### src/rtl/store_narrow_buffer_pkg.sv
// Shared types for the store narrowing buffer: size codes, queued entry layout
// and the alignment rule used when a store is accepted.
package store_narrow_buffer_pkg;

    typedef enum logic [1:0] {
        SZ_BYTE = 2'b00,
        SZ_HALF = 2'b01,
        SZ_WORD = 2'b10,
        SZ_RSVD = 2'b11
    } st_size_e;

    localparam int WORD_W     = 32;
    localparam int BE_W       = WORD_W / 8;
    localparam int ADDR_MAX_W = 32;

    typedef struct packed {
        logic [ADDR_MAX_W-1:0] addr;
        logic [WORD_W-1:0]     wdata;
        logic [BE_W-1:0]       be;
    } st_entry_t;

    // Reserved size is never legal; halfwords need an even lane, words lane 0.
    function automatic logic st_misaligned(input st_size_e size, input logic [1:0] lane);
        logic bad;
        case (size)
            SZ_BYTE: bad = 1'b0;
            SZ_HALF: bad = lane[0];
            SZ_WORD: bad = |lane;
            default: bad = 1'b1;
        endcase
        return bad;
    endfunction

endpackage

### src/rtl/store_narrow_buffer_if.sv
// Store-side bus bundle: MEM-stage store request, data-memory write port and
// buffer status. The slave view belongs to the buffer, the master view to its environment.
interface store_narrow_buffer_if
    import store_narrow_buffer_pkg::*;
#(
    parameter int DEPTH = 4,
    parameter int AW    = 32
);

    logic                   st_valid;
    logic                   st_ready;
    logic [1:0]             st_size;
    logic [AW-1:0]          st_addr;
    logic [WORD_W-1:0]      st_data;
    logic                   st_exc;

    logic                   mem_req;
    logic [AW-1:0]          mem_addr;
    logic [WORD_W-1:0]      mem_wdata;
    logic [BE_W-1:0]        mem_be;
    logic                   mem_ack;

    logic                   buf_empty;
    logic [$clog2(DEPTH):0] buf_count;

    modport slave (
        input  st_valid, st_size, st_addr, st_data, mem_ack,
        output st_ready, st_exc, mem_req, mem_addr, mem_wdata, mem_be,
        output buf_empty, buf_count
    );

    modport master (
        output st_valid, st_size, st_addr, st_data, mem_ack,
        input  st_ready, st_exc, mem_req, mem_addr, mem_wdata, mem_be,
        input  buf_empty, buf_count
    );

endinterface

### src/rtl/store_narrow_buffer_formatter.sv
// Combinational lane formatter: replicates narrow store data across all lanes
// and builds little-endian byte enables, flagging illegal size/alignment pairs.
module store_lane_formatter
    import store_narrow_buffer_pkg::*;
(
    input  st_size_e          i_size,
    input  logic [1:0]        i_lane,
    input  logic [WORD_W-1:0] i_data,
    output logic [WORD_W-1:0] o_wdata,
    output logic [BE_W-1:0]   o_be,
    output logic              o_illegal
);

    always_comb begin
        o_wdata   = i_data;
        o_be      = '0;
        o_illegal = st_misaligned(i_size, i_lane);
        case (i_size)
            SZ_BYTE: begin
                o_wdata = {4{i_data[7:0]}};
                o_be    = 4'b0001 << i_lane;
            end
            SZ_HALF: begin
                o_wdata = {2{i_data[15:0]}};
                o_be    = i_lane[1] ? 4'b1100 : 4'b0011;
            end
            SZ_WORD: begin
                o_wdata = i_data;
                o_be    = 4'b1111;
            end
            default: begin
                o_wdata = i_data;
                o_be    = '0;
            end
        endcase
    end

endmodule

### src/rtl/store_narrow_buffer.sv
// Store narrowing buffer: formats MEM-stage stores into word-aligned writes and
// queues them in a DEPTH-entry FIFO toward data memory; bad stores raise st_exc.
module store_narrow_buffer
    import store_narrow_buffer_pkg::*;
#(
    parameter int DEPTH = 4,
    parameter int AW    = 32
)(
    input  logic                 clk,
    input  logic                 rst_n,
    store_narrow_buffer_if.slave bus
);

    localparam int PW = $clog2(DEPTH);
    localparam int CW = PW + 1;

    logic [WORD_W-1:0] w_fmt_wdata;
    logic [BE_W-1:0]   w_fmt_be;
    logic              w_fmt_illegal;
    logic              w_ready;
    logic              w_accept;
    logic              w_push;
    logic              w_pop;
    st_entry_t         w_new_entry;
    st_entry_t         w_head;

    st_entry_t         r_mem [DEPTH];
    logic [PW-1:0]     r_wr_ptr;
    logic [PW-1:0]     r_rd_ptr;
    logic [CW-1:0]     r_count;
    logic              r_exc;

    store_lane_formatter u_fmt (
        .i_size    (st_size_e'(bus.st_size)),
        .i_lane    (bus.st_addr[1:0]),
        .i_data    (bus.st_data),
        .o_wdata   (w_fmt_wdata),
        .o_be      (w_fmt_be),
        .o_illegal (w_fmt_illegal)
    );

    // Ready depends on occupancy only, so a full buffer cannot refill on the ack cycle.
    assign w_ready  = (r_count != CW'(DEPTH));
    assign w_accept = bus.st_valid && w_ready;
    assign w_push   = w_accept && !w_fmt_illegal;
    assign w_pop    = (r_count != '0) && bus.mem_ack;

    always_comb begin
        w_new_entry           = '0;
        w_new_entry.addr      = ADDR_MAX_W'(bus.st_addr);
        w_new_entry.addr[1:0] = 2'b00;
        w_new_entry.wdata     = w_fmt_wdata;
        w_new_entry.be        = w_fmt_be;
    end

    always_ff @(posedge clk) begin
        if (w_push) begin
            r_mem[r_wr_ptr] <= w_new_entry;
        end
    end

    always_ff @(posedge clk) begin
        if (!rst_n) begin
            r_wr_ptr <= '0;
            r_rd_ptr <= '0;
            r_count  <= '0;
            r_exc    <= 1'b0;
        end else begin
            r_exc <= w_accept && w_fmt_illegal;
            if (w_push) begin
                r_wr_ptr <= r_wr_ptr + PW'(1);
            end
            if (w_pop) begin
                r_rd_ptr <= r_rd_ptr + PW'(1);
            end
            case ({w_push, w_pop})
                2'b10:   r_count <= r_count + CW'(1);
                2'b01:   r_count <= r_count - CW'(1);
                default: r_count <= r_count;
            endcase
        end
    end

    assign w_head = r_mem[r_rd_ptr];

    assign bus.st_ready  = w_ready;
    assign bus.st_exc    = r_exc;
    assign bus.mem_req   = (r_count != '0);
    assign bus.mem_addr  = AW'(w_head.addr);
    assign bus.mem_wdata = w_head.wdata;
    assign bus.mem_be    = w_head.be;
    assign bus.buf_empty = (r_count == '0);
    assign bus.buf_count = r_count;

endmodule
### src/flat_wrapper.sv
// flat-port wrapper written by rule: the top's interface ports become plain ports
module store_narrow_buffer_flat import store_narrow_buffer_pkg::*;
#(
    parameter int DEPTH = 4,
    parameter int AW    = 32
)
  (clk, rst_n, bus_st_valid, bus_st_size, bus_st_addr, bus_st_data, bus_mem_ack, bus_st_ready, bus_st_exc, bus_mem_req, bus_mem_addr, bus_mem_wdata, bus_mem_be, bus_buf_empty, bus_buf_count);
  store_narrow_buffer_if #(.DEPTH(DEPTH), .AW(AW)) bus_i ();
  input  logic clk;
  input  logic rst_n;
  input wire logic [$bits(bus_i.st_valid)-1:0] bus_st_valid;
  input wire logic [$bits(bus_i.st_size)-1:0] bus_st_size;
  input wire logic [$bits(bus_i.st_addr)-1:0] bus_st_addr;
  input wire logic [$bits(bus_i.st_data)-1:0] bus_st_data;
  input wire logic [$bits(bus_i.mem_ack)-1:0] bus_mem_ack;
  output wire logic [$bits(bus_i.st_ready)-1:0] bus_st_ready;
  output wire logic [$bits(bus_i.st_exc)-1:0] bus_st_exc;
  output wire logic [$bits(bus_i.mem_req)-1:0] bus_mem_req;
  output wire logic [$bits(bus_i.mem_addr)-1:0] bus_mem_addr;
  output wire logic [$bits(bus_i.mem_wdata)-1:0] bus_mem_wdata;
  output wire logic [$bits(bus_i.mem_be)-1:0] bus_mem_be;
  output wire logic [$bits(bus_i.buf_empty)-1:0] bus_buf_empty;
  output wire logic [$bits(bus_i.buf_count)-1:0] bus_buf_count;
  assign bus_i.st_valid = bus_st_valid;
  assign bus_i.st_size = bus_st_size;
  assign bus_i.st_addr = bus_st_addr;
  assign bus_i.st_data = bus_st_data;
  assign bus_i.mem_ack = bus_mem_ack;
  assign bus_st_ready = bus_i.st_ready;
  assign bus_st_exc = bus_i.st_exc;
  assign bus_mem_req = bus_i.mem_req;
  assign bus_mem_addr = bus_i.mem_addr;
  assign bus_mem_wdata = bus_i.mem_wdata;
  assign bus_mem_be = bus_i.mem_be;
  assign bus_buf_empty = bus_i.buf_empty;
  assign bus_buf_count = bus_i.buf_count;
  store_narrow_buffer #(.DEPTH(DEPTH), .AW(AW)) u_core (.clk(clk), .rst_n(rst_n), .bus(bus_i));
endmodule
### config.mk
export PLATFORM = sky130hd
export DESIGN_NAME = store_narrow_buffer_flat
export DESIGN_NICKNAME = d
export VERILOG_FILES = /design/src/rtl/store_narrow_buffer_pkg.sv /design/src/rtl/store_narrow_buffer_if.sv /design/src/rtl/store_narrow_buffer_formatter.sv /design/src/rtl/store_narrow_buffer.sv /design/src/flat_wrapper.sv
export SDC_FILE = /design/constraint.sdc
export NUM_CORES = 1
export LEC_CHECK = 0
export BUFFER_PORTS_ARGS = -buffer_cell sky130_fd_sc_hd__buf_2
export CORE_MARGIN = 4
export CORE_UTILIZATION = 40
export CTS_BUF_LIST = sky130_fd_sc_hd__clkbuf_16
export CTS_CLUSTER_DIAMETER = 150
export DETAILED_ROUTE_END_ITERATION = 6
export GPL_ROUTABILITY_DRIVEN = 0
export GPL_TIMING_DRIVEN = 0
export SYNTH_ARGS = -nofsm -noshare
export SYNTH_HDL_FRONTEND = slang
export SYNTH_SLANG_ARGS = --single-unit
### constraint.sdc
create_clock -name clk -period 4.8 [get_ports clk]
set_clock_uncertainty 0.1 [all_clocks]
set_input_delay 0.48 -clock clk [delete_from_list [all_inputs] [get_ports clk]]
set_output_delay 0.48 -clock clk [all_outputs]
set_load 0.01 [all_outputs]
==> results of run 1 <==
[cells in the mapped netlist]
cell,number,area [sq um]
clkbuf_1,6,22.52
a21oi_1,4,20.02
or3_1,2,12.51
buf_4,3,22.52
inv_1,10,37.54
nand3_1,1,5.000
o31ai_1,1,7.510
a21o_1,1,7.510
edfxtp_1,264,7928
buf_6,1,11.26
o311ai_0,1,8.760
and2_1,9,56.30
nor3b_1,1,7.510
o21ai_0,12,60.06
buf_2,8,40.04
conb_1,1,3.750
xnor2_1,3,26.28
xor2_1,1,8.760
nand2b_1,1,6.260
a21boi_0,1,7.510
dfxtp_1,10,200.2
mux2_2,16,180.2
or3_4,1,11.26
ha_1,5,62.56
buf_1,5,18.77
nand2_1,14,52.55
fa_1,1,20.02
a221oi_4,1,26.28
mux4_2,66,1486
nor2_1,2,7.510
mux2i_1,12,120.1
[final cells by class]
type | instances | area, sq um | area share, %
clock inverters | 23 | 160.2 | 1.273
well taps | 330 | 412.9 | 3.283
clock buffers | 29 | 725.7 | 5.769
multi-input cells | 158 | 2218 | 17.64
flip-flops and latches | 274 | 8128 | 64.62
inverters | 10 | 37.54 | 0.2984
plain buffers | 23 | 115.1 | 0.9151
repair buffers | 144 | 780.7 | 6.207
[routing by layer]
metal	up-vias	wire, microns	track usage, %
met5	-	21	0
met4	4	437	3.194
met3	36	1483	3.508
met2	160	10560	24.81
met1	2624	9066	19.84
li1	2266	-	-
[worst paths after layout]
| path | slack, ns | depth (start not counted) | start | endpoint |
|---|---|---|---|---|
| worst min-delay path | 0.06 | 1 | bus_st_addr[28] | u_core.r_mem[3][62] |
| worst min register to register | 0.41 | 2 | u_core.r_wr_ptr[0] | u_core.r_wr_ptr[0] |
| worst max-delay path | 1.92 | 4 | flip-flop | bus_mem_addr[20] |
| worst max register to register | 2.32 | 4 | u_core.bus.buf_count[0] | u_core.r_mem[1][60] |
[worst max-delay path, stage by stage, from the launching register on]
cell	delay (ns)
dfxtp_1	0.34
buf_2	0.29
buf_1	0.56
mux4_2	0.43
buf_2	0.16
[logic make-up after synthesis]
| logic type | after synthesis | synth area share (%) |
|---|---|---|
| adder cells (fa/ha/maj) | 6 | 0.7876 |
| flip-flops | 274 | 77.52 |
| multiplexers | 94 | 17.04 |
| AO/OA/AOI/OAI | 21 | 1.313 |
| other | 1 | 0.03577 |
| buffers and inverters | 33 | 1.456 |
| XOR/XNOR | 4 | 0.3342 |
| AND/OR/NAND/NOR | 31 | 1.515 |
[power groups by stage]
stage                     sequential, mW  clock [mW]  combinational, mW
after global placement              2.83           0               1.26
final                               2.78        2.06               1.24
after CTS                           2.78        2.12               1.29
after global routing                2.79        2.23               1.36
after floorplan                     2.83           0              0.820
after detailed placement            2.83           0               1.28
[sequential cells by signal, summed over array words and instances (netlist names), named ones only]
name                  count
u_core.r_mem            264
u_core.bus.buf_count      3
u_core.r_rd_ptr           2
u_core.r_wr_ptr           2
u_core.bus.st_exc         1
[per-stage QoR]
step / setup slack [ns] / hold slack, ns
6_report: 1.916 / 0.06163
5_1_grt: 1.801 / 0.03643
4_1_cts: 1.858 / 0.02062
3_5_place_dp: 1.904 / 0.4046
3_3_place_gp: -0.1274 / 0.3746
2_1_floorplan: 1.320 / 0.3677
==> results by group, run 1 <==
Pwr
  • Cell-internal power: between 4 and 5 mW
  • Sw Ratio: about a quarter
  • Worst IR Drop VDD: approximately 0.28 mV
  • Leakage: around 4.3 nW
  • Comb pwr share: between 20% and 30%
  • Share of power burned in registers: approximately 46%
  • Total power: ~6.1 mW
  • Power density cells: slightly below 500 nW/um^2
  • Clock power frac: 33.8%
  • P_sw: roughly 1.5 mW

GRT
  • Total GRT Usage: between 10% and 20%
  • First-pass GRT wire length: around 32 mm
  • Vias in the first global route: 5460
  • Largest net degree at the start of global routing: 35
  • GRT overflow: 0
  • Initial antenna violation count: 2

Route
  • Initial DRC count: between 300 and 400
  • DRC viols: 0
  • Post-route ant nets: 0
  • Total number of vias: 5090
  • Pre-antenna DRT Iters: 5
  • Routed WL per cell: between 20 and 25 microns
  • Routed Wire Length: between 20 and 25 mm
  • Routed vias/inst: approximately 5

Clocking
  • CTS HTree Levels: 1
  • Max Buffers Root-to-Sink: 3
  • Post-CTS Resized: 0
  • Post-CTS Setup Inserts: 0
  • Hold_buf cts: 0
  • Clk sinks: between 200 and 300
  • Clock transition at path regs: 0.06 ns
  • TritonCTS Buffers: 29
  • Later-pin clock latency in the skew report: between 0.5 and 0.6 ns
  • Root buf cell: clkbuf_16
  • CTS tree: built

Timing
  • Fin. Hold Viols: 0
  • Max_slew headroom: around 33%
  • Final setup violation count: 0
  • Actual slew at the worst max-slew pin: around 1.0 ns
  • Final setup TNS: 0 ns
  • Period utilisation layout: approximately three fifths
  • Slew Limit Fails: 0
  • RSZ-0062 raised after global routing: false
  • FMAX: 0.3467 GHz
  • Final Critical Period: just under 3 ns

Cells and area
  • Synth-to-Final Area Change: 19.96%
  • Antenna Cells: 0
  • Post-Layout Cell Count: 991
  • Final-layout fill cell count: around 2100
  • Final instance area: about 13000 sq um
  • Number of nets in the layout: around 700
  • Most frequent cells in the layout: edfxtp_1 (264), buf_2 (148), mux4_2 (66)
  • Final Core Density: just under 50%
  • Share of cells above drive strength 1: 42.97%
  • Commonest non-fill, non-tap cell in the layout: edfxtp_1

Flow run
  • Max-capacitance violation count: 0

Yosys
  • Register area share after synthesis: between 70% and 80%
  • Register bit total from synthesis: about 270
  • Cells after Synth: between 400 and 500
  • Synthesized cell area: about 10000 sq um
  • Synth warn: 0
  • Synth cell types: 31
  • Syn Area/Cell: ~23 sq um

Worst setup path
  • CP endpoint kind: output pin
  • Worst Path Required: 4.22 ns
  • Arrival time at the worst endpoint: around 2.3 ns
  • Setup CP Type: flip-flop to output pin
  • Startpoint types: flip-flop
  • Crit-path max FO: 10

Placed design
  • IO buf count: 140
  • Dpl hpwl: between 10 and 15 mm
  • DP Cell Count: between 900 and 1000
  • Placed Area: roughly 12000 sq um

Floorplanning
  • I/O pins: about 150
  • Starting Density: approximately 41%
  • Die width: roughly 170 microns
  • Die ar.: approximately 29000 sq um
  • Die Span Y: 169.9 microns
  • Num rows: 58
  • Total core area: roughly 25000 sq um

Worst hold path
  • Hold Path Class: input port to flip-flop

Outcome
  • Status: finished clean
Note: power is estimated with default switching activity, not from simulation.
==> inputs of run 2 (changes only) <==
- clock period: 4.8 -> 2.4 ns (I/O delays scaled with it)
==> results by group, run 2 (synthesis gave the netlist of run 1 again) <==
Clocking
  • CTS HTree Levels: 1 (unchanged)
  • TritonCTS Buffers: 28 (was 29)
  • Later-pin clock latency in the skew report: 0.53 ns (was 0.52 ns)
  • Clock transition at path regs: 0.06 ns (about the same)
  • Max Buffers Root-to-Sink: 3 (unchanged)
  • Clk sinks: 274 (unchanged)
  • CTS tree: built (unchanged)
  • Root buf cell: clkbuf_16 (unchanged)

GRT
  • Total GRT Usage: 15.23% (was 14.75%)
  • Largest net degree at the start of global routing: 41 (was 35)
  • Vias in the first global route: 5772 (was 5460)
  • First-pass GRT wire length: 33.69 mm (was 32.33 mm)
  • Initial antenna violation count: 0 (was 2)
  • GRT overflow: 0 (unchanged)

Worst setup path
  • Crit-path max FO: 10 (unchanged)
  • Arrival time at the worst endpoint: 1.95 ns (was 2.30 ns)
  • Critical Path Max Stage Delay: 0.53 ns (was 0.56 ns)
  • Startpoint types: flip-flop (unchanged)
  • Setup CP Type: flip-flop to output pin (unchanged)
  • CP max-delay cell: mux4_2 (was buf_1)
  • CP endpoint kind: output pin (unchanged)
  • Top cell family by delay on the critical path: multiplexers (was buffers and inverters)
  • Worst Path Required: 2.06 ns (was 4.22 ns)
  • Cells along the critical path: buf_12 -> buf_8 -> mux4_2 -> buf_2 (was buf_2 -> buf_1 -> mux4_2 -> buf_2)
  • Buf/Inv on CP: 3 (unchanged)
  • Reg2Reg Launch Point: u_core.bus.buf_count[0] (unchanged)

Cells and area
  • Commonest non-fill, non-tap cell in the layout: edfxtp_1 (unchanged)
  • Final instance area: 13340 sq um (was 12580 sq um)
  • Synth-to-Final Area Change: 27.20% (was 19.96%)
  • Most frequent cells in the layout: edfxtp_1 (264), buf_2 (141), mux4_2 (66) (was edfxtp_1 (264), buf_2 (148), mux4_2 (66))
  • Max reg flops: 264 (unchanged)
  • Number of nets in the layout: 774 (was 716)
  • Antenna Cells: 0 (unchanged)
  • Share of cells above drive strength 1: 42.08% (was 42.97%)
  • Biggest register: u_core.r_mem (unchanged)

Flow run
  • Max-capacitance violation count: 0 (unchanged)

Route
  • Routed Wire Length: 22.07 mm (was 21.57 mm)
  • Met2 WL: 10.92 mm (was 10.56 mm)
  • Initial DRC count: 395 (was 379)
  • DRC viols: 0 (unchanged)
  • WL met3: 1.364 mm (was 1.483 mm)
  • Pre-antenna DRT Iters: 6 (was 5)
  • Total number of vias: 5330 (was 5090)
  • Top routing layer in use: met4 (was met5)
  • Routed vias/inst: 5.076 (was 5.136)
  • M1 WL: 9.347 mm (was 9.066 mm)
  • Post-route ant nets: 0 (unchanged)
  • Routed WL per cell: 21.02 microns (was 21.77 microns)

Timing
  • WHS: 0.01965 ns (was 0.06163 ns)
  • FMAX: approximately 0.44 GHz
  • Max_slew headroom: 40.51% (was 32.81%)
  • Final setup violation count: 0 (unchanged)
  • RSZ-0062 raised after global routing: false (unchanged)
  • Actual slew at the worst max-slew pin: 0.8891 ns (was 1.004 ns)
  • Slew Limit Fails: 0 (unchanged)
  • Fin. Hold Viols: 0 (unchanged)
  • Period utilisation layout: approximately 96%
  • Final Critical Period: approximately 2.3 ns

Floorplanning
  • Total core area: 25470 sq um (unchanged)
  • I/O pins: 145 (unchanged)
  • Die width: 169.9 microns (unchanged)
  • Starting Density: 41.16% (unchanged)
  • Die Span Y: 169.9 microns (unchanged)
  • Die ar.: 28870 sq um (unchanged)
  • Num rows: 58 (unchanged)

Placed design
  • Placed Area: 11720 sq um (was 11690 sq um)
  • IO buf count: 140 (unchanged)
  • Dpl hpwl: 14.13 mm (was 13.83 mm)

Pwr
  • Power density cells: 949.4 nW/um^2 (was 483.5 nW/um^2)
  • Worst IR Drop VDD: 0.5206 mV (was 0.2805 mV)
  • Leakage: 4.574 nW (was 4.266 nW)

Worst hold path
  • HP Start: bus_st_data[11] (was bus_st_addr[28])
  • Hold Path Class: input port to flip-flop (unchanged)

Outcome
  • Status: finished clean (unchanged)
==> run 2: cell count changes in the layout (fill, tap and decap cells not counted), moves of 3 or more <==
cell / previous run / this run
dfxtp_1: 10 / 6
buf_1: 5 / 1
dlygate4sd3_1: 0 / 56
clkinvlp_4: 1 / 5
buf_8: 0 / 4
buf_2: 148 / 141
dfxtp_2: 0 / 4
buf_16: 0 / 3
clkinv_1: 7 / 4
buf_4: 3 / 10
==> run 2: layer usage <==
layer / up-vias / GRT usage, %
met5: - / 0
met4: 0 / 3.924
met3: 40 / 2.997
met2: 174 / 25.62
met1: 2724 / 20.60
li1: 2392 / -
==> run 2: worst paths after layout <==
check                                 end  slack (ns)  cells past startpoint
setup / recovery        bus_mem_wdata[25]        0.11                      4
hold / removal        u_core.r_mem[2][15]        0.02                      2
hold reg to reg        u_core.r_wr_ptr[1]        0.41                      2
setup reg to reg  u_core.bus.buf_count[2]        0.12                     10
==> run 2: final cells by class <==
cell class / instances / area (sq um)
buffer: 23 / 192.7
clock buffer: 29 / 725.7
clock inverter: 23 / 222.7
fill: 2058 / 12140
inverter: 10 / 37.54
multi-input combinational: 159 / 2233
sequential: 274 / 8133
tap: 330 / 412.9
timing repair buffer: 202 / 1379
==> run 2: repair_timing <==
| item | CTS | global route |
|---|---|---|
| endpoints found under the setup margin | 201 | 127 |
| gates resized for setup | 28 | 8 |
| hold buffers | 56 | 0 |
| hold endpoints to repair | 217 | 0 |
| pin swaps | 2 | 0 |
| buffers inserted | 2 | 0 |
| cloned | 1 | 0 |
==> run 2: through the flow <==
stage / cells / total power [mW] / TNS (ns) / setup slack, ns / util [%]
floorplan: 465 / 7.286 / -34.67 / -0.1313 / -
global placement: 935 / 8.177 / -250.62 / -0.9655 / 45.57
detailed placement: 939 / 8.256 / -36.07 / -0.3045 / 45.99
CTS: 1050 / 12.82 / 0 / 0.01169 / 52.31
global route: 1050 / 13.28 / 0 / 0.0006859 / 52.36
finish: 1050 / 12.66 / 0 / 0.1074 / 52.36
==> run 2: power breakdown <==
| part | internal (mW) | switching, mW | leakage, nW | total, mW |
|---|---|---|---|---|
| logic | 1.39 | 1.34 | 1.63 | 2.73 |
| registers | 5.48 | 0.0991 | 2.48 | 5.58 |
| clock network | 2.62 | 1.74 | 0.464 | 4.36 |
| total | 9.49 | 3.17 | 4.57 | 12.7 |
